## src/rtl/regfile_scoreboard.sv

```systemverilog
// regfile_scoreboard: register file with two combinational read ports and one
// writeback port; each register counts up to 2**CNT_W-1 pending writes.
// Optional macro REGFILE_WB_BYPASS_EN forwards a final writeback to readers.
//
// Ports:
//   clk, rst (async, active low)
//   rs_sel/rs_data/rs_busy  read port A with busy flag
//   rt_sel/rt_data/rt_busy  read port B with busy flag
//   rsv_valid/rsv_sel/rsv_ack  destination reservation at issue
//   wb_valid/wb_sel/wb_data    writeback
//   wb_err                     sticky: writeback with nothing pending
module regfile_scoreboard #(
    parameter int SEL_W   = 2,
    parameter int WIDTH   = 32,
    parameter int CNT_W   = 2,
    parameter bit ZERO_R0 = 1'b0
) (
    input  logic             clk,
    input  logic             rst,
    input  logic [SEL_W-1:0] rs_sel,
    output logic [WIDTH-1:0] rs_data,
    output logic             rs_busy,
    input  logic [SEL_W-1:0] rt_sel,
    output logic [WIDTH-1:0] rt_data,
    output logic             rt_busy,
    input  logic             rsv_valid,
    input  logic [SEL_W-1:0] rsv_sel,
    output logic             rsv_ack,
    input  logic             wb_valid,
    input  logic [SEL_W-1:0] wb_sel,
    input  logic [WIDTH-1:0] wb_data,
    output logic             wb_err
);

    localparam int NREG = 2 ** SEL_W;
    localparam logic [CNT_W-1:0] MAX_PEND = '1;
    localparam logic [CNT_W-1:0] ONE = CNT_W'(1);

    logic [WIDTH-1:0] data_q [NREG];
    logic [CNT_W-1:0] pend_q [NREG];
    logic             wb_err_q;

    logic [NREG-1:0] busy;
    logic [NREG-1:0] inc;
    logic [NREG-1:0] wr;
    logic [NREG-1:0] wb_hit;
    logic            rsv_r0;
    logic            wb_r0;
    logic            rsv_room;
    logic            err_set;

    // r0 is hard-wired when ZERO_R0: reserves ack freely, writes vanish
    assign rsv_r0 = ZERO_R0 && (rsv_sel == '0);
    assign wb_r0  = ZERO_R0 && (wb_sel == '0);

    // a same-cycle writeback frees a slot, so a full counter still accepts
    assign rsv_room = (pend_q[rsv_sel] != MAX_PEND)
                   || (wb_valid && (wb_sel == rsv_sel));
    assign rsv_ack  = rsv_valid && (rsv_r0 || rsv_room);

    always_comb begin
        busy   = '0;
        inc    = '0;
        wr     = '0;
        wb_hit = '0;
        for (int i = 0; i < NREG; i++) begin
            busy[i]   = (pend_q[i] != '0);
            inc[i]    = rsv_ack && !rsv_r0
                     && (rsv_sel == SEL_W'(i));
            wb_hit[i] = wb_valid && !wb_r0
                     && (wb_sel == SEL_W'(i));
            // a same-cycle reserve counts first, so an idle
            // register may still take the write
            wr[i]     = wb_hit[i]
                     && ((pend_q[i] != '0) || inc[i]);
        end
    end

    assign err_set = |(wb_hit & ~wr);

    always_ff @(posedge clk or negedge rst) begin
        if (!rst) begin
            for (int i = 0; i < NREG; i++) begin
                data_q[i] <= '0;
                pend_q[i] <= '0;
            end
            wb_err_q <= 1'b0;
        end else begin
            for (int i = 0; i < NREG; i++) begin
                if (wr[i]) begin
                    data_q[i] <= wb_data;
                end
                case ({inc[i], wr[i]})
                    2'b10:   pend_q[i] <= pend_q[i] + ONE;
                    2'b01:   pend_q[i] <= pend_q[i] - ONE;
                    default: pend_q[i] <= pend_q[i];
                endcase
            end
            if (err_set) begin
                wb_err_q <= 1'b1;
            end
        end
    end

    assign wb_err = wb_err_q;

`ifdef REGFILE_WB_BYPASS_EN
    logic rs_byp;
    logic rt_byp;

    // forward only the last outstanding write, and not if a
    // new reservation to the same register lands this cycle
    assign rs_byp = wb_valid && !wb_r0 && (wb_sel == rs_sel)
                 && (pend_q[rs_sel] == ONE)
                 && !(rsv_ack && (rsv_sel == rs_sel));
    assign rt_byp = wb_valid && !wb_r0 && (wb_sel == rt_sel)
                 && (pend_q[rt_sel] == ONE)
                 && !(rsv_ack && (rsv_sel == rt_sel));

    assign rs_data = rs_byp ? wb_data : data_q[rs_sel];
    assign rt_data = rt_byp ? wb_data : data_q[rt_sel];
    assign rs_busy = busy[rs_sel] && !rs_byp;
    assign rt_busy = busy[rt_sel] && !rt_byp;
`else
    assign rs_data = data_q[rs_sel];
    assign rt_data = data_q[rt_sel];
    assign rs_busy = busy[rs_sel];
    assign rt_busy = busy[rt_sel];
`endif

endmodule

```

## config.mk

```make
export PLATFORM = sky130hd
export DESIGN_NAME = regfile_scoreboard
export DESIGN_NICKNAME = d
export VERILOG_FILES = /design/src/rtl/regfile_scoreboard.sv
export SDC_FILE = /design/constraint.sdc
export NUM_CORES = 1
export LEC_CHECK = 0
export CORE_UTILIZATION = 49
export CTS_CLUSTER_SIZE = 28
export DETAILED_ROUTE_END_ITERATION = 7
export GPL_ROUTABILITY_DRIVEN = 0
export HOLD_SLACK_MARGIN = 0.03
export PLACE_DENSITY = 0.76
export SYNTH_ARGS = -nofsm -noshare
export SYNTH_HDL_FRONTEND = slang
export SYNTH_SLANG_ARGS = --single-unit
export TNS_END_PERCENT = 100
```

## constraint.sdc

```tcl
create_clock -name clk -period 2.11 [get_ports clk]
set_clock_uncertainty 0.15 [all_clocks]
set_input_delay 0.422 -clock clk [delete_from_list [all_inputs] [get_ports clk]]
set_output_delay 0.422 -clock clk [all_outputs]
set_load 0.1 [all_outputs]
```

# Yosys cells after proc, flatten, opt, wreduce, memory -nomap -nowiden
# Index checks and enable logic that the tools add are counted.
dict set report word_totals {
  ff_bits 137
  output_inout_bits 68
  elab_cells 90
}
dict set report op_classes {
  add_sub_neg 8
  reduce_logical 30
  n_lt_le_gt_ge 5
  n_bitwise 5
  eq_ne 16
  mux 17
}
# operator count
set op_table {}
lappend op_table {{32-bit binary-select mux with 2-bit select} 2}
lappend op_table {{32-bit 2-to-1 mux} 4}
lappend op_table {{2-bit == test (second input constant)} 8}
lappend op_table {{2-bit one-hot mux with 2 select lines} 4}
lappend op_table {{2-bit nonzero test} 8}
lappend op_table {{1-bit logical AND} 14}
lappend op_table {{2-bit by 1-bit == test with 1-bit output (second input constant)} 6}
lappend op_table {{3-bit greater-or-equal comparator (second input constant)} 3}
lappend op_table {{2-bit inverter with 3-bit output} 3}
lappend op_table {{2-bit by 1-bit adder with 2-bit output (second input constant)} 4}
lappend op_table {{2-bit by 1-bit subtractor with 2-bit output (second input constant)} 4}
lappend op_table {{2-bit by 3-bit less-than comparator with 1-bit output (second input constant)} 2}
lappend op_table {{1-bit logical OR} 5}
lappend op_table {{4-bit AND} 1}
lappend op_table {{1-bit binary-select mux with 2-bit select} 2}
lappend op_table {{2-bit binary-select mux with 2-bit select} 1}
lappend op_table {{2-bit logical NOT} 2}
lappend op_table {{2-bit 2-to-1 mux} 2}
lappend op_table {{4-bit inverter} 1}
lappend op_table {{4-bit OR reduction} 1}
lappend op_table {{2-bit == test} 1}
lappend op_table {{1-bit 2-to-1 mux} 2}
lappend op_table {{2-bit != test (second input constant)} 1}

# Longest topological paths before layout
# Gate-level depths: netlist (run 1).
dict set report depth {
  depth_word 13
  ltp_mapped 11
  mapped_depth_nobuf 8
}

# Worst setup path before layout (run 1)
# Ideal clock, no wire load.
dict set report synth_timing {
  kind {input-to-output}
  startpoint {in rs_sel[0]}
  endpoint {out rs_busy}
  slack_ns -1.591
  n_path_buf 2
  path_stages 4
  t_arrival_ns 3.129
  cell_sequence {buf_2 buf_2 o31ai_1 o21ai_0}
}
dict set report synth_between {
  elab_chain_cells 2
}
# item line_no
set synth_lines {}
lappend synth_lines {{start: declaration} 20} ;# input logic [SEL_W-1:0] rs_sel,
lappend synth_lines {{1-bit binary-select mux with 2-bit select} 127} ;# assign rs_busy = busy[rs_sel];
lappend synth_lines {{1-bit 2-to-1 mux (implied by the code)} 127}
lappend synth_lines {{end: declaration} 22} ;# output logic rs_busy,
# Every way passes these cells. The select of a mux whose other input is x is not followed.

# Worst setup path after layout (run 1)
dict set report layout_timing {
  startpoint {in wb_valid}
  endpoint {out rsv_ack}
}
dict set report layout_between {
  elab_chain_cells 3
}
# item line_no
set layout_lines {}
lappend layout_lines {{start: declaration} 29} ;# input logic wb_valid,
lappend layout_lines {{1-bit logical AND} 58} ;# || (wb_valid && (wb_sel == rsv_sel));
lappend layout_lines {{1-bit logical OR} 58}
lappend layout_lines {{1-bit logical AND} 59} ;# assign rsv_ack = rsv_valid && (rsv_r0 || rsv_room);
lappend layout_lines {{end: declaration} 28} ;# output logic rsv_ack,
# Every way passes these cells.

==> summary.json, run 1 <==
{
  "boundaryPins": 112,
  "clk_root_buffer_cell": "clkbuf_16",
  "violations": "negative setup slack",
  "maxClockFrequency_mhz": 465,
  "post_drt_via_cell_ratio": 5.90,
  "die_y_um": 122,
  "yosys.area.top_type_share": 0.482,
  "most_frequently_used_cell_type_in_the_post_synthesis_netlist": "dfrtp_1",
  "crit_path_max_incr_delay_ps": 290,
  "worst_setup_path_end_kind": "primary output",
  "timing.critical_path.from": "wb_valid",
  "dpl-instance-area_um2": 9420,
  "grtUsageTotal": 0.257,
  "syn_avg_cell_area_um2": 16.5,
  "final_max_slew_viol_count": 0,
  "synthDominantAreaCellType": "dfrtp_1",
  "yosys-top-cells-count": "137 x dfrtp_1, 99 x mux2_2, 64 x mux4_2",
  "placeableCoreArea_um2": 14000,
  "synth_sequential_area_ratio": 0.482,
  "die_width_um": 122,
  "ys_warn_count": 0,
  "tritoncts": "yes",
  "ys_ff_latch": 137,
  "final_report_setup_violation_count": 10,
  "nNetsFinal": 645,
  "grt_start_max_net_pins": 49,
  "route.final.wire_length_um": 17600,
  "drt_first_iter_violations": 275,
  "synthAdderAreaFrac": 0.00704,
  "worst_path_max_delay_cell": "dlygate4sd2_1",
  "critPathTopFamily": "buffers and inverters",
  "critical_path_depth": 7,
  "port_buffers": 111,
  "via_count": 4658,
  "worstPathArrival_ps": 1580,
  "muxShareOfSynthArea": 0.422,
  "synth-main-ff-cell": "dfrtp_1",
  "drcViolationCount": 0,
  "cts_htree_levels": 4,
  "synth_top_family_by_area": "multiplexers",
  "wl_per_cell_um": 22.3,
  "dpl.cell_count": 729,
  "dpl.hpwl_um": 11800,
  "xor_and_xnor_fraction_of_the_mapped_netlist_area": 0.0160,
  "timing.final.crit_period_ps": 2150,
  "timing.reg2reg.worst_path_depth": 7,
  "cts_inserted_buffers": 17,
  "finalHoldViolations": 0,
  "synth_simple_gate_area_frac": 0.0239,
  "cts.reportedPaths.clkPinSlew_ps": 50,
  "synth_cells": 431,
  "insertion_delay_ps": 420,
  "initial_utilization": 0.506,
  "cp_max_fo": 3,
  "max_slew.worst_pin.slew_ps": 458,
  "rsz0062_at_grt": "true",
  "r2r_start": "pend_q[6]$_DFFE_PN0P_",
  "global_route_wire_length_before_repair_um": 28000,
  "async_reset_ff_frac": 1.00,
  "critical_path.n_buffers_inverters": 3,
  "critPathRequiredTime_ps": 1540,
  "synthesis.area_um2": 7110,
  "n_antenna_cell": 0,
  "synth_edf_count": 0,
  "clock_path_buffers": 2,
  "status": "complete, but fails checks",
  "drt_pass1_iterations": 4,
  "die_outline_area_um2": 15000,
  "num_rows": 43,
  "worst_hold_path_type": "in2async",
  "drive_gt1_frac": 0.637,
  "timing.final.crit_share": 1.02,
  "synth-compound-area-share": 0.0180,
  "antenna_violating_nets_post_route": 0,
  "finalInstanceArea_um2": 10400,
  "yosys-top-cells-area": "dfrtp_1 48%, mux4_2 20%, mux2_2 16%",
  "synth_cell_type_count": 35,
  "worstPathCellList": "dlygate4sd2_1 > buf_4 > nand2_4 > nor2_2 > nand3b_1 > o311a_4 > buf_12",
  "mappedNetlistNets": 479,
  "slew_margin_rel": 0.694,
  "ws_path_type": "in2out",
  "grt_antenna_before_repair": 0,
  "worstSetupStartpointType": "input port",
  "fin_ws_ps": -40.2,
  "finalNonFillerCells": 789,
  "flow.area_growth_from_synthesis_pct": 46.6,
  "globalRoute.totalOverflow": 0,
  "via_count_of_the_first_global_routing_pass": 5114,
  "clkSinkCount": 137,
  "drv.max_cap_violation_count": 0
}
==> worst paths after layout <==
check	slack, ps	end
max	-40	rsv_ack
min	350	data_q[114]$_DFFE_PN0P_
max reg2reg	210	pend_q[7]$_DFFE_PN0P_
min reg2reg	370	wb_err$_DFFE_PN0P_
max in group asynchronous	750	pend_q[7]$_DFFE_PN0P_
min in group clk	370	wb_err$_DFFE_PN0P_
==> cell families after synthesis <==
logic type,Yosys count
adders and majority gates,4
DFF,137
xor gates and xnor gates,13
buffers and inverters,35
and+or+nand+nor,31
muxes,193
AOI/OAI and AO/OA,18
==> placed cells by master, fill, tap and decap left out, drive strengths merged, types with 2 or more instances in the layout <==
cell / synthesis / final
nand3: 3 / 3
a31oi: 2 / 2
clkdlybuf4s50: 0 / 33
buf: 24 / 142
bufinv: 0 / 5
nor2: 10 / 10
dlygate4sd2: 0 / 4
nand3b: 2 / 2
nor3b: 2 / 2
o31ai: 2 / 2
clkinv: 0 / 4
mux4: 64 / 64
xor2: 5 / 5
o21ai: 6 / 6
xnor2: 8 / 8
clkbuf: 10 / 19
o311ai: 2 / 2
dfrtp: 137 / 137
inv: 1 / 2
clkinvlp: 0 / 2
mux2: 128 / 128
nand2: 8 / 8
nor3: 3 / 3
ha: 4 / 4
==> metrics by stage <==
step	utilization	hold slack [ps]	setup TNS, ps	setup slack [ps]
after floorplan	-	-23.6	-46.4	-30.0
after global placement	0.671	227	-50530	-420
after detailed placement	0.671	234	-58300	-547
after CTS	0.736	346	-719	-47.3
after global routing	0.742	389	-1630	-102
final	0.742	355	-134	-40.2
==> per-layer routing <==
metal | share of wire | global-route usage | vias up
met3 | 0.041 | 0.0599 | 17
li1 | - | - | 1999
met5 | 0 | 0 | -
met1 | 0.40 | 0.325 | 2510
met2 | 0.54 | 0.441 | 132
met4 | 0.012 | 0.0716 | 0
==> repair_timing <==
| action | CTS | global route |
|---|---|---|
| hold endpoints to repair | 44 | 0 |
| endpoints found under the setup margin | 126 | 95 |
| buffers inserted | 14 | 12 |
| cloned | 3 | 0 |
| gates resized for setup | 33 | 8 |
| hold buffers | 1 | 0 |
| pin swaps | 10 | 2 |
==> flip-flops by register name, summed over array words and instances (netlist names) <==
name and flops:
wb_err 1, data_q 128, pend_q 8
==> layout make-up <==
| type | instances | area [um2] |
|---|---|---|
| flip-flops and latches | 137 | 3440 |
| clock buffers | 19 | 443 |
| clock inverters | 12 | 198 |
| inverters | 1 | 3.75 |
| fillers | 818 | 3620 |
| repair buffers | 181 | 2550 |
| multi-input cells | 259 | 3560 |
| well taps | 180 | 225 |
Power of run 1 is not shown: default switching activity piles up to over one toggle a cycle in this logic, so the estimate is an artifact.
==> inputs of run 2 (changes only) <==
--- a/config.mk
+++ b/config.mk
@@ -11,6 +11,7 @@
 export GPL_ROUTABILITY_DRIVEN = 0
 export HOLD_SLACK_MARGIN = 0.03
 export PLACE_DENSITY = 0.76
+export REMOVE_ABC_BUFFERS = 1
 export SYNTH_ARGS = -nofsm -noshare
 export SYNTH_HDL_FRONTEND = slang
 export SYNTH_SLANG_ARGS = --single-unit
==> summary.json, run 2 (synthesized netlist as in run 1, its figures left out) <==
{
  "drv.max_cap_violation_count": {"value": 0, "change": "unchanged"},
  "drt_first_iter_violations": {"value": 390, "change": "+42%"},
  "worst_setup_path_end_kind": "primary output",
  "post_drt_via_cell_ratio": {"value": 5.97, "change": "+1.1%"},
  "timing.final.crit_period": {"value": 2190, "unit": "ps", "change": "+35.3 ps"},
  "timing.setup.tns": {"value": -277, "unit": "ps", "change": "-143 ps"},
  "via_count_of_the_first_global_routing_pass": {"value": 5067, "change": "-0.92%"},
  "flow.area_growth_from_synthesis_pct": 47.1,
  "placeableCoreArea": {"value": 14000, "unit": "um2", "change": "unchanged"},
  "cts_inserted_buffers": {"value": 17, "change": "unchanged"},
  "clkSinkCount": {"value": 137, "change": "unchanged"},
  "timing.reg2reg.worst_path_depth": {"value": 8, "change": "+1"},
  "insertion_delay": {"value": 420, "unit": "ps", "change": "about the same"},
  "n_antenna_cell": {"value": 0, "change": "unchanged"},
  "cts_htree_levels": {"value": 4, "change": "unchanged"},
  "status": "complete, but fails checks",
  "grt_start_max_net_pins": {"value": 54, "change": "+10%"},
  "antenna_violating_nets_post_route": {"value": 0, "change": "unchanged"},
  "grtUsageTotal": {"value": 0.262, "change": "+0.00567"},
  "globalRoute.totalOverflow": {"value": 0, "change": "unchanged"},
  "drt_pass1_iterations": {"value": 4, "change": "unchanged"},
  "fin_ws": {"value": -75.5, "unit": "ps", "change": "-35.3 ps"},
  "die_width": {"value": 122, "unit": "um", "change": "unchanged"},
  "worstPathArrival": {"value": 1610, "unit": "ps", "change": "+30 ps"},
  "route.final.wire_length": {"value": 18600, "unit": "um", "change": "+5.8%"},
  "largest_reg_flops": {"value": 128, "change": "unchanged"},
  "cts.reportedPaths.clkPinSlew": {"value": 60, "unit": "ps", "change": "about the same"},
  "final_max_slew_viol_count": {"value": 0, "change": "unchanged"},
  "wl_per_cell": {"value": 23.7, "unit": "um", "change": "+6.1%"},
  "dpl.hpwl": {"value": 11300, "unit": "um", "change": "-4.1%"},
  "boundaryPins": {"value": 112, "change": "unchanged"},
  "drive_gt1_frac": {"value": 0.643, "change": "+0.00539"},
  "most_common_library_cell_in_the_layout_ignoring_fill_and_taps": "dfrtp_1",
  "num_rows": {"value": 43, "change": "unchanged"},
  "port_buffers": {"value": 111, "change": "unchanged"},
  "critPathRequiredTime": {"value": 1540, "unit": "ps", "change": "about the same"},
  "finalHoldViolations": {"value": 0, "change": "unchanged"},
  "final_cell_mix": "131 x dfrtp_1, 99 x mux2_2, 80 x buf_12",
  "drcViolationCount": {"value": 0, "change": "unchanged"},
  "max_slew.worst_pin.slew": {"value": 314, "unit": "ps", "change": "-144 ps"},
  "die_outline_area": {"value": 15000, "unit": "um2", "change": "unchanged"},
  "initial_utilization": {"value": 0.506, "change": "unchanged"},
  "slew_margin_rel": {"value": 0.787, "change": "+0.0927"},
  "worstSetupStartpointType": "flip-flop",
  "final_report_setup_violation_count": {"value": 11, "change": "+1"},
  "global_route_wire_length_before_repair": {"value": 28500, "unit": "um", "change": "+2.0%"},
  "timing.final.crit_share": {"value": 1.04, "change": "+0.0167"},
  "violations": "negative setup slack",
  "ws_path_type": "reg2out",
  "grt_antenna_before_repair": {"value": 0, "change": "unchanged"},
  "maxClockFrequency": {"value": 458, "unit": "MHz", "change": "-1.6%"},
  "via_count": {"value": 4695, "change": "+0.79%"},
  "cp_max_fo": {"value": 3, "change": "unchanged"},
  "setup.reg_to_reg.worst_slack": {"value": 120, "unit": "ps", "change": "-90 ps"},
  "nNetsFinal": {"value": 642, "change": "-0.47%"},
  "rsz0062_at_grt": "true",
  "fillCellCount": {"value": 793, "change": "-3.1%"},
  "top_register_by_number_of_flip_flops": "data_q",
  "tritoncts": "yes",
  "clock_path_buffers": {"value": 2, "change": "unchanged"},
  "worst_hold_path_type": "in2async",
  "clk_root_buffer_cell": "clkbuf_16",
  "die_y": {"value": 122, "unit": "um", "change": "unchanged"}
}
-- run 2: changes by cell type in the layout (fill, tap and decap cells not counted), moves of 2 or more --
cell / previous run / this run
buf_4: 50 / 43
buf_6: 3 / 7
buf_12: 83 / 80
buf_16: 2 / 4
clkbuf_16: 17 / 19
clkbuf_8: 1 / 3
o21ai_2: 0 / 2
o21ai_4: 2 / 0
o31ai_1: 2 / 0
o31ai_2: 0 / 2
-- run 2: final cells by class --
class                      instances  area (um2)  area share
multi-input combinational        259        3560       0.340
clock buffer                      20         467      0.0446
clock inverter                    12         195      0.0187
timing repair buffer             178        2570       0.246
inverter                           1        3.75    0.000359
sequential                       137        3440       0.329
tap                              180         225      0.0215
-- run 2: worst paths after layout --
kind                                  startpoint                      end
setup / recovery           pend_q[7]$_DFFE_PN0P_                  rt_busy
hold / removal                               rst  data_q[102]$_DFFE_PN0P_
setup reg to reg           pend_q[7]$_DFFE_PN0P_    pend_q[7]$_DFFE_PN0P_
hold reg to reg               wb_err$_DFFE_PN0P_       wb_err$_DFFE_PN0P_
max in group asynchronous                    rst    pend_q[2]$_DFFE_PN0P_
min in group clk                       wb_sel[0]       wb_err$_DFFE_PN0P_
-- run 2: worst max-delay path: stages, from the launching register on --
cell and delay (ps):
dfrtp_1 420, buf_4 170, o31ai_2 230, o21ai_1 140, clkbuf_16 230
-- run 2: metrics by stage --
stage | hold WS [ps] | util | worst slack, ps | cell area, um2 | cells
final | 295 | 0.745 | -75.5 | 10500 | 787
after global routing | 320 | 0.745 | -144 | 10500 | 787
after CTS | 257 | 0.730 | -58.9 | 10300 | 769
after detailed placement | 160 | 0.665 | -494 | 9330 | 722
after global placement | 153 | 0.665 | -467 | 9330 | 722
after floorplan | -23.6 | - | -1190 | 6900 | 397
-- run 2: metal layers --
layer  routed length, um  share of wire  GRT usage  vias to the layer above
met3                 964          0.052     0.0660                       25
met5                   0              0          0                        -
met2                9620           0.52      0.426                      160
li1                    -              -          -                     1993
met4                 300          0.016     0.0816                        0
met1                7740           0.42      0.348                     2517
-- run 2: repair_timing --
action / in CTS / in global routing
setup buffers: 10 / 16
gates cloned: 4 / 2
gates resized for setup: 39 / 14
hold buffers: 1 / 0
pin swaps: 4 / 6
hold endpoints to repair: 25 / 0
endpoints found under the setup margin: 91 / 132
Power of run 2 is left out for the same reason.
==> inputs of run 3 (changes only) <==
--- a/config.mk
+++ b/config.mk
@@ -5,6 +5,7 @@
 export SDC_FILE = /design/constraint.sdc
 export NUM_CORES = 1
 export LEC_CHECK = 0
+export ABC_CLOCK_PERIOD_IN_PS = 2110
 export CORE_UTILIZATION = 49
 export CTS_CLUSTER_SIZE = 28
 export DETAILED_ROUTE_END_ITERATION = 7
==> results of run 3 <==
Final layout, timing and power as in run 2 (identical DEF).
Power of run 3 is left out for the same reason.
